**src/rtl/branch_predict_ctrl_if.sv**
```systemverilog
// Pipeline <-> branch predictor bundle: IF lookup, EX resolution/recovery, statistics.
// master = pipeline side, slave = branch_predict_ctrl.
interface branch_predict_ctrl_if;
  logic [31:0] PC_IF;
  logic        predict_br_IF;
  logic [31:0] predict_target_IF;
  logic        BHT_predict_IF;
  logic [31:0] PC_EX;
  logic        br_EX;
  logic        br_taken_EX;
  logic [31:0] br_target_EX;
  logic        predict_br_EX;
  logic        bubbleE;
  logic        flushD;
  logic        flushE;
  logic        redirect_EX;
  logic [31:0] redirect_PC;
  logic [31:0] branch_cnt;
  logic [31:0] mispredict_cnt;

  modport master (
    output PC_IF, PC_EX, br_EX, br_taken_EX, br_target_EX, predict_br_EX, bubbleE,
    input  predict_br_IF, predict_target_IF, BHT_predict_IF,
    input  flushD, flushE, redirect_EX, redirect_PC, branch_cnt, mispredict_cnt
  );

  modport slave (
    input  PC_IF, PC_EX, br_EX, br_taken_EX, br_target_EX, predict_br_EX, bubbleE,
    output predict_br_IF, predict_target_IF, BHT_predict_IF,
    output flushD, flushE, redirect_EX, redirect_PC, branch_cnt, mispredict_cnt
  );
endinterface

```
**src/rtl/branch_predict_ctrl.sv**
```systemverilog
// Direct-mapped BTB (+ optional 2-bit BHT) with same-cycle misprediction recovery and counters.
// Define BRANCH_BHT_EN for 2-bit counters; default build is BTB-only.
module branch_predict_ctrl #(
  parameter int ENTRY_BITS = 4
) (
  input logic                  clk,
  input logic                  rst_n,
  branch_predict_ctrl_if.slave bp
);
  localparam int DEPTH = 1 << ENTRY_BITS;
  localparam int TAG_W = 30 - ENTRY_BITS;

  typedef struct packed {
    logic             valid;
    logic [TAG_W-1:0] tag;
    logic [31:0]      target;
`ifdef BRANCH_BHT_EN
    logic [1:0]       ctr;
`endif
  } entry_t;

  function automatic entry_t reset_entry();
    entry_t e;
    e = '0;
`ifdef BRANCH_BHT_EN
    e.ctr = 2'd1;
`endif
    return e;
  endfunction

  entry_t                tbl_q [DEPTH];
  entry_t                if_ent, ex_ent, wr_ent;
  logic [ENTRY_BITS-1:0] if_idx, ex_idx;
  logic [TAG_W-1:0]      if_tag, ex_tag;
  logic                  if_hit, ex_hit, tbl_we;
  logic                  pred_if;
  logic                  resolve, actual, mispredict;
  logic [31:0]           branch_cnt_q, branch_cnt_d;
  logic [31:0]           mispredict_cnt_q, mispredict_cnt_d;

  assign if_idx = bp.PC_IF[ENTRY_BITS+1:2];
  assign if_tag = bp.PC_IF[31:ENTRY_BITS+2];
  assign ex_idx = bp.PC_EX[ENTRY_BITS+1:2];
  assign ex_tag = bp.PC_EX[31:ENTRY_BITS+2];
  assign if_ent = tbl_q[if_idx];
  assign ex_ent = tbl_q[ex_idx];
  assign if_hit = if_ent.valid && (if_ent.tag == if_tag);
  assign ex_hit = ex_ent.valid && (ex_ent.tag == ex_tag);

  // NOTE: every always_comb output gets a default first, so no path can infer a latch.
  always_comb begin
    pred_if              = 1'b0;
    bp.BHT_predict_IF    = 1'b0;
    bp.predict_target_IF = '0;
`ifdef BRANCH_BHT_EN
    if (if_hit) begin
      pred_if           = if_ent.ctr[1];
      bp.BHT_predict_IF = if_ent.ctr[1];
    end
`else
    pred_if = if_hit;
`endif
    if (pred_if) bp.predict_target_IF = if_ent.target;
  end
  assign bp.predict_br_IF = pred_if;

  // Recovery is silenced during reset so the pipeline never sees a stray redirect.
  assign resolve    = rst_n && !bp.bubbleE;
  assign actual     = bp.br_EX && bp.br_taken_EX;
  assign mispredict = resolve && (bp.predict_br_EX != actual);

  assign bp.flushD      = mispredict;
  assign bp.flushE      = mispredict;
  assign bp.redirect_EX = mispredict;
  assign bp.redirect_PC = !mispredict ? '0 :
                          actual      ? bp.br_target_EX : (bp.PC_EX + 32'd4);

  always_comb begin
    tbl_we = 1'b0;
    wr_ent = ex_ent;
    if (resolve && bp.br_EX) begin
      if (actual) begin
        tbl_we = 1'b1;
`ifdef BRANCH_BHT_EN
        if (ex_hit) begin
          if (ex_ent.ctr != 2'd3) wr_ent.ctr = ex_ent.ctr + 2'd1;
          wr_ent.target = bp.br_target_EX;
        end else begin
          wr_ent        = '0;
          wr_ent.valid  = 1'b1;
          wr_ent.tag    = ex_tag;
          wr_ent.target = bp.br_target_EX;
          wr_ent.ctr    = 2'd2;
        end
`else
        wr_ent.valid  = 1'b1;
        wr_ent.tag    = ex_tag;
        wr_ent.target = bp.br_target_EX;
`endif
      end else if (ex_hit) begin
        tbl_we = 1'b1;
`ifdef BRANCH_BHT_EN
        if (ex_ent.ctr != 2'd0) wr_ent.ctr = ex_ent.ctr - 2'd1;
`else
        wr_ent.valid = 1'b0;
`endif
      end
    end else if (resolve && bp.predict_br_EX && ex_hit) begin
      // Something that is not a branch was predicted taken: drop the stale entry.
      tbl_we       = 1'b1;
      wr_ent.valid = 1'b0;
    end
  end

  assign branch_cnt_d     = branch_cnt_q + {31'd0, resolve && bp.br_EX};
  assign mispredict_cnt_d = mispredict_cnt_q + {31'd0, mispredict};

  // NOTE: the table is reset entry by entry because an asynchronous reset must empty it at once.
  always_ff @(posedge clk or negedge rst_n) begin
    if (!rst_n) begin
      for (int i = 0; i < DEPTH; i++) tbl_q[i] <= reset_entry();
      branch_cnt_q     <= '0;
      mispredict_cnt_q <= '0;
    end else begin
      if (tbl_we) tbl_q[ex_idx] <= wr_ent;
      branch_cnt_q     <= branch_cnt_d;
      mispredict_cnt_q <= mispredict_cnt_d;
    end
  end

  assign bp.branch_cnt     = branch_cnt_q;
  assign bp.mispredict_cnt = mispredict_cnt_q;
endmodule

```
**src/flat_wrapper.sv**
```systemverilog
// flat-port wrapper written by rule: the top's interface ports become plain ports
module branch_predict_ctrl_flat 
#(
  parameter int ENTRY_BITS = 4
)
  (clk, rst_n, bp_PC_IF, bp_PC_EX, bp_br_EX, bp_br_taken_EX, bp_br_target_EX, bp_predict_br_EX, bp_bubbleE, bp_predict_br_IF, bp_predict_target_IF, bp_BHT_predict_IF, bp_flushD, bp_flushE, bp_redirect_EX, bp_redirect_PC, bp_branch_cnt, bp_mispredict_cnt);
  branch_predict_ctrl_if bp_i ();
  input logic clk;
  input logic rst_n;
  input wire logic [$bits(bp_i.PC_IF)-1:0] bp_PC_IF;
  input wire logic [$bits(bp_i.PC_EX)-1:0] bp_PC_EX;
  input wire logic [$bits(bp_i.br_EX)-1:0] bp_br_EX;
  input wire logic [$bits(bp_i.br_taken_EX)-1:0] bp_br_taken_EX;
  input wire logic [$bits(bp_i.br_target_EX)-1:0] bp_br_target_EX;
  input wire logic [$bits(bp_i.predict_br_EX)-1:0] bp_predict_br_EX;
  input wire logic [$bits(bp_i.bubbleE)-1:0] bp_bubbleE;
  output wire logic [$bits(bp_i.predict_br_IF)-1:0] bp_predict_br_IF;
  output wire logic [$bits(bp_i.predict_target_IF)-1:0] bp_predict_target_IF;
  output wire logic [$bits(bp_i.BHT_predict_IF)-1:0] bp_BHT_predict_IF;
  output wire logic [$bits(bp_i.flushD)-1:0] bp_flushD;
  output wire logic [$bits(bp_i.flushE)-1:0] bp_flushE;
  output wire logic [$bits(bp_i.redirect_EX)-1:0] bp_redirect_EX;
  output wire logic [$bits(bp_i.redirect_PC)-1:0] bp_redirect_PC;
  output wire logic [$bits(bp_i.branch_cnt)-1:0] bp_branch_cnt;
  output wire logic [$bits(bp_i.mispredict_cnt)-1:0] bp_mispredict_cnt;
  assign bp_i.PC_IF = bp_PC_IF;
  assign bp_i.PC_EX = bp_PC_EX;
  assign bp_i.br_EX = bp_br_EX;
  assign bp_i.br_taken_EX = bp_br_taken_EX;
  assign bp_i.br_target_EX = bp_br_target_EX;
  assign bp_i.predict_br_EX = bp_predict_br_EX;
  assign bp_i.bubbleE = bp_bubbleE;
  assign bp_predict_br_IF = bp_i.predict_br_IF;
  assign bp_predict_target_IF = bp_i.predict_target_IF;
  assign bp_BHT_predict_IF = bp_i.BHT_predict_IF;
  assign bp_flushD = bp_i.flushD;
  assign bp_flushE = bp_i.flushE;
  assign bp_redirect_EX = bp_i.redirect_EX;
  assign bp_redirect_PC = bp_i.redirect_PC;
  assign bp_branch_cnt = bp_i.branch_cnt;
  assign bp_mispredict_cnt = bp_i.mispredict_cnt;
  branch_predict_ctrl #(.ENTRY_BITS(ENTRY_BITS)) u_core (.clk(clk), .rst_n(rst_n), .bp(bp_i));
endmodule
```
**config.mk**
```make
export PLATFORM = sky130hd
export DESIGN_NAME = branch_predict_ctrl_flat
export DESIGN_NICKNAME = d
export VERILOG_FILES = /design/src/rtl/branch_predict_ctrl_if.sv /design/src/rtl/branch_predict_ctrl.sv /design/src/flat_wrapper.sv
export SDC_FILE = /design/constraint.sdc
export NUM_CORES = 2
export LEC_CHECK = 0
export CORE_UTILIZATION = 37
export DETAILED_ROUTE_END_ITERATION = 10
export GPL_TIMING_DRIVEN = 0
export PLACE_DENSITY = 0.61
export SYNTH_ARGS = -nofsm -noshare
export SYNTH_HDL_FRONTEND = slang
export SYNTH_SLANG_ARGS = --single-unit
```
**constraint.sdc**
```tcl
create_clock -name clk -period 5.8 [get_ports clk]
set_clock_uncertainty 0.15 [all_clocks]
set_input_delay 0.58 -clock clk [delete_from_list [all_inputs] [get_ports clk]]
set_output_delay 0.58 -clock clk [all_outputs]
set_load 0.01 [all_outputs]
```
==> parameters.txt <==
Parameter                              Value

Drt
  Detailed-route via count    38.0k
  Number of DRC markers in iteration 0    4416
  Total routed wirelength    206 mm
  Average wire length per cell after detail routing    33.7 µm
  Detail-routed via count per cell    6.22
  DR pass1 iterations    6
  Remaining antenna violation count    0
  Drt drc    0

Timing
  Min setup slack post-route    -0.271 ns
  Fin crit share    1.05
  Final number of max-transition violations    0
  Highest clock rate    165 MHz
  Final number of hold-violating endpoints    0
  Count of final setup violators    305
  Worst slew pin tran    1.40 ns
  Setup TNS after final layout    -32.03 ns
  Final min period    6.07 ns
  Worst slew slack as a fraction of its limit    0.0686
  RSZ-0062 raised after global routing    yes

Synth
  Avg Cell Area, Syn    14.8 µm²
  Post-synth top cells    1008 x dfrtp_1, 673 x mux2_2, 513 x mux4_2
  Most used standard cell by instance count after synthesis    dfrtp_1
  Fraction of the yosys area taken by sequential cells    0.457
  Most area-hungry cell type in the Yosys netlist    dfrtp_1
  Post-Synthesis Cells    3721
  Number of enable flip-flop cells after synthesis    0
  Yosys reg bits    1008
  Primary FF master, synth    dfrtp_1
  Synth top area cells    dfrtp_1 46%, mux4_2 21%, mux2_2 14%
  Synth cell types    56
  Share of flip-flops with an asynchronous set or reset    1.00
  Yosys warning count    0
  Net Count, Synth    3831
  Share of the synthesized area in the top cell type    0.457
  Post-Syn Area    55200 µm²

Floorplan
  Standard-cell rows    141
  Total Die Area    151000 µm²
  Horizontal die dimension    388 µm
  Core Area    148000 µm²
  Die height    388 µm
  Count of pins on the block boundary    235
  Starting Density    0.373

Placement
  Dpl cells    5877
  Setup slack after placement    -2.99 ns
  Sum of net half-perimeters after detailed placement    140 mm
  Gp weighted congestion    0.962
  Post-detailed-placement cell area    60000 µm²
  Number of buffers added on ports    217

CTS
  Number of clock buffers inserted by TritonCTS    115
  Clock root buffer    clkbuf_16
  H-tree depth    3
  Number of sinks handled by clock tree synthesis    1008
  Skew-Pair Late Insertion Delay    0.77 ns
  Number of buffers on the longest clock path    3
  CTS clk-pin slew, worst paths    0.06 ns
  Clock tree from TritonCTS    done

Power and ir drop
  Share of power burned in combinational logic    0.110
  Leakage Power    29.0 nW
  Cell-internal power    0.0125 W
  Net switching power figure    0.00449 W
  Largest vdd supply drop    0.231 mV
  Sequential cell fraction of total power    0.438
  Power per unit of standard cell area    262 nW/µm²
  Fraction of power consumed by the clock network    0.452
  Sw Ratio    0.264

Global route
  Number of global-route vias before repair    38.6k
  Wire length of the first global-routing pass    292 mm
  Total grt overflow    0
  Number of antenna violations at the first check in global routing    17
  Global router's overall resource usage    0.273
  Maximum number of pins on one net before global-route repair    164

Critical path
  Element type at the critical path start    input port
  Required time reported for the critical path endpoint    6.28 ns
  Library cell contributing the largest single delay on the critical path    clkbuf_1
  Highest fanout seen on the critical path    10
  Setup slack on the worst flop-to-flop path    1.07 ns
  Largest stage delay on the critical path    0.93 ns
  Cells along the critical path    dlygate4sd2_1 > and2_1 > buf_2 > clkbuf_1 > a22oi_1 > nand2_1 > xor2_1 > nand4_1 > a2111oi_2 > nand4_2 > buf_4 > a21oi_2 > buf_4 > buf_6 > mux2_1
  Critical Path Sink Type    flop
  Setup CP Type    in2reg
  Worst path most repeated cell    buf_4
  Worst path arrival time    6.55 ns

Run status
  Failing checks    negative setup slack
  Run status    complete, but fails checks

Layout
  Fraction of layout cells with a size suffix above 1    0.396
  Area occupied by multi-input gates    28300 µm²
  Register area    25200 µm²
  Fillers    13.3k
  Final cell count without fillers    6111
  Area growth from synthesis to final layout    17.5%
  Area of all placed cells without fillers    64900 µm²
  # nets final    4194

Min path
  Type of the tightest min-delay check    in2async

Job
  Max-cap violations    0
## power by group through the flow
stage          clock network [W]  registers [W]  logic (W)
2_1_floorplan                  0        0.00750   0.000926
3_3_place_gp                   0        0.00757    0.00174
3_5_place_dp                   0        0.00754    0.00177
4_1_cts                  0.00777        0.00742    0.00184
5_1_grt                  0.00805        0.00745    0.00195
6_report                 0.00767        0.00742    0.00187
## worst paths after layout
path,to,startpoint,cells after the start
setup / recovery,u_core.tbl_q[18],bp_PC_EX[3],15
hold / removal,u_core.tbl_q[53],rst_n,2
setup reg to reg,u_core.tbl_q[18],u_core.tbl_q[276],12
hold reg to reg,u_core.bp.mispredict_cnt[31],u_core.bp.mispredict_cnt[31],1
max in group asynchronous,u_core.tbl_q[375],rst_n,5
min in group clk,u_core.bp.mispredict_cnt[31],u_core.bp.mispredict_cnt[31],1
## cells in the final DEF (no fill, tap or decap), drive strengths merged, types with 13 or more instances in the layout
master	Yosys	routed
a21oi	40	40
clkinv	1	30
and3	22	22
nand3	63	63
mux4	513	513
nor2b	41	41
mux2	933	933
a22oi	26	26
nand2	199	199
xnor2	83	83
a211oi	34	34
o21ai	52	52
dfrtp	1008	1008
nor2	72	72
buf	189	198
clkbuf	158	332
xor2	59	59
a221oi	17	17
clkdlybuf4s50	0	214
inv	10	13
nand4	21	21
mux2i	109	109
## area by class of cell
class,instances,area share
Clock buffer,169,0.0529
Tap cell,1930,0.0372
Sequential cell,1008,0.389
Buffer,345,0.0327
Antenna cell,4,0.000154
Multi-Input combinational cell,2355,0.436
Timing Repair Buffer,248,0.0434
Clock inverter,41,0.00822
Inverter,11,0.000637
## sequential cells by signal (all words and copies together), names as in the netlist
register	cells
u_core.tbl_q	944
u_core.bp.mispredict_cnt	32
u_core.bp.branch_cnt	32
## metrics by stage
stage / util / hold WS [ns] / power (W)
finish: 0.439 / 0.0584 / 0.0170
global route: 0.439 / 0.0814 / 0.0174
CTS: 0.438 / 0.0295 / 0.0170
detailed placement: 0.406 / 0.206 / 0.00932
global placement: 0.404 / 0.314 / 0.00931
floorplan: - / 0.134 / 0.00843
## worst max-delay path: cells and delay by family
family | cells | cell delay, ns
multiplexers | 1 | 0.34
AO/OA/AOI/OAI | 3 | 1.07
XOR/XNOR | 1 | 0.43
AND/OR/NAND/NOR | 4 | 1.04
buffers and inverters | 6 | 3.01
## layer usage
| metal | wire (µm) | share of wire | global-route usage | vias to the layer above |
|---|---|---|---|---|
| met3 | 23400 | 0.11 | 0.0900 | 511 |
| met1 | 82200 | 0.40 | 0.366 | 20400 |
| met5 | 90 | 0.00044 | 0 | - |
| li1 | - | - | - | 14900 |
| met2 | 88900 | 0.43 | 0.392 | 2228 |
| met4 | 11200 | 0.054 | 0.139 | 14 |
## kinds of logic (layout without fill, tap and decap cells)
| group | Yosys count | after routing | synth area share |
|---|---|---|---|
| multiplexers | 1555 | 1555 | 0.420 |
| other | 1 | 5 | 0.0000679 |
| AO/OA/AOI/OAI | 195 | 195 | 0.0259 |
| XOR/XNOR | 142 | 142 | 0.0225 |
| flip-flops | 1008 | 1008 | 0.457 |
| AND/OR/NAND/NOR | 454 | 454 | 0.0380 |
| buffers and inverters | 358 | 814 | 0.0352 |
| adder cells (fa/ha/maj) | 8 | 8 | 0.00181 |
## what timing repair did
action / in CTS / in global routing
pin swaps: 3 / 0
gates cloned: 3 / 0
setup endpoints to repair: 1021 / 100
setup buffers: 4 / 0
resized for setup: 149 / 39
hold buffers: 15 / 0
endpoints found under the hold margin: 160 / 0
Note: power is estimated with default switching activity, not from simulation.
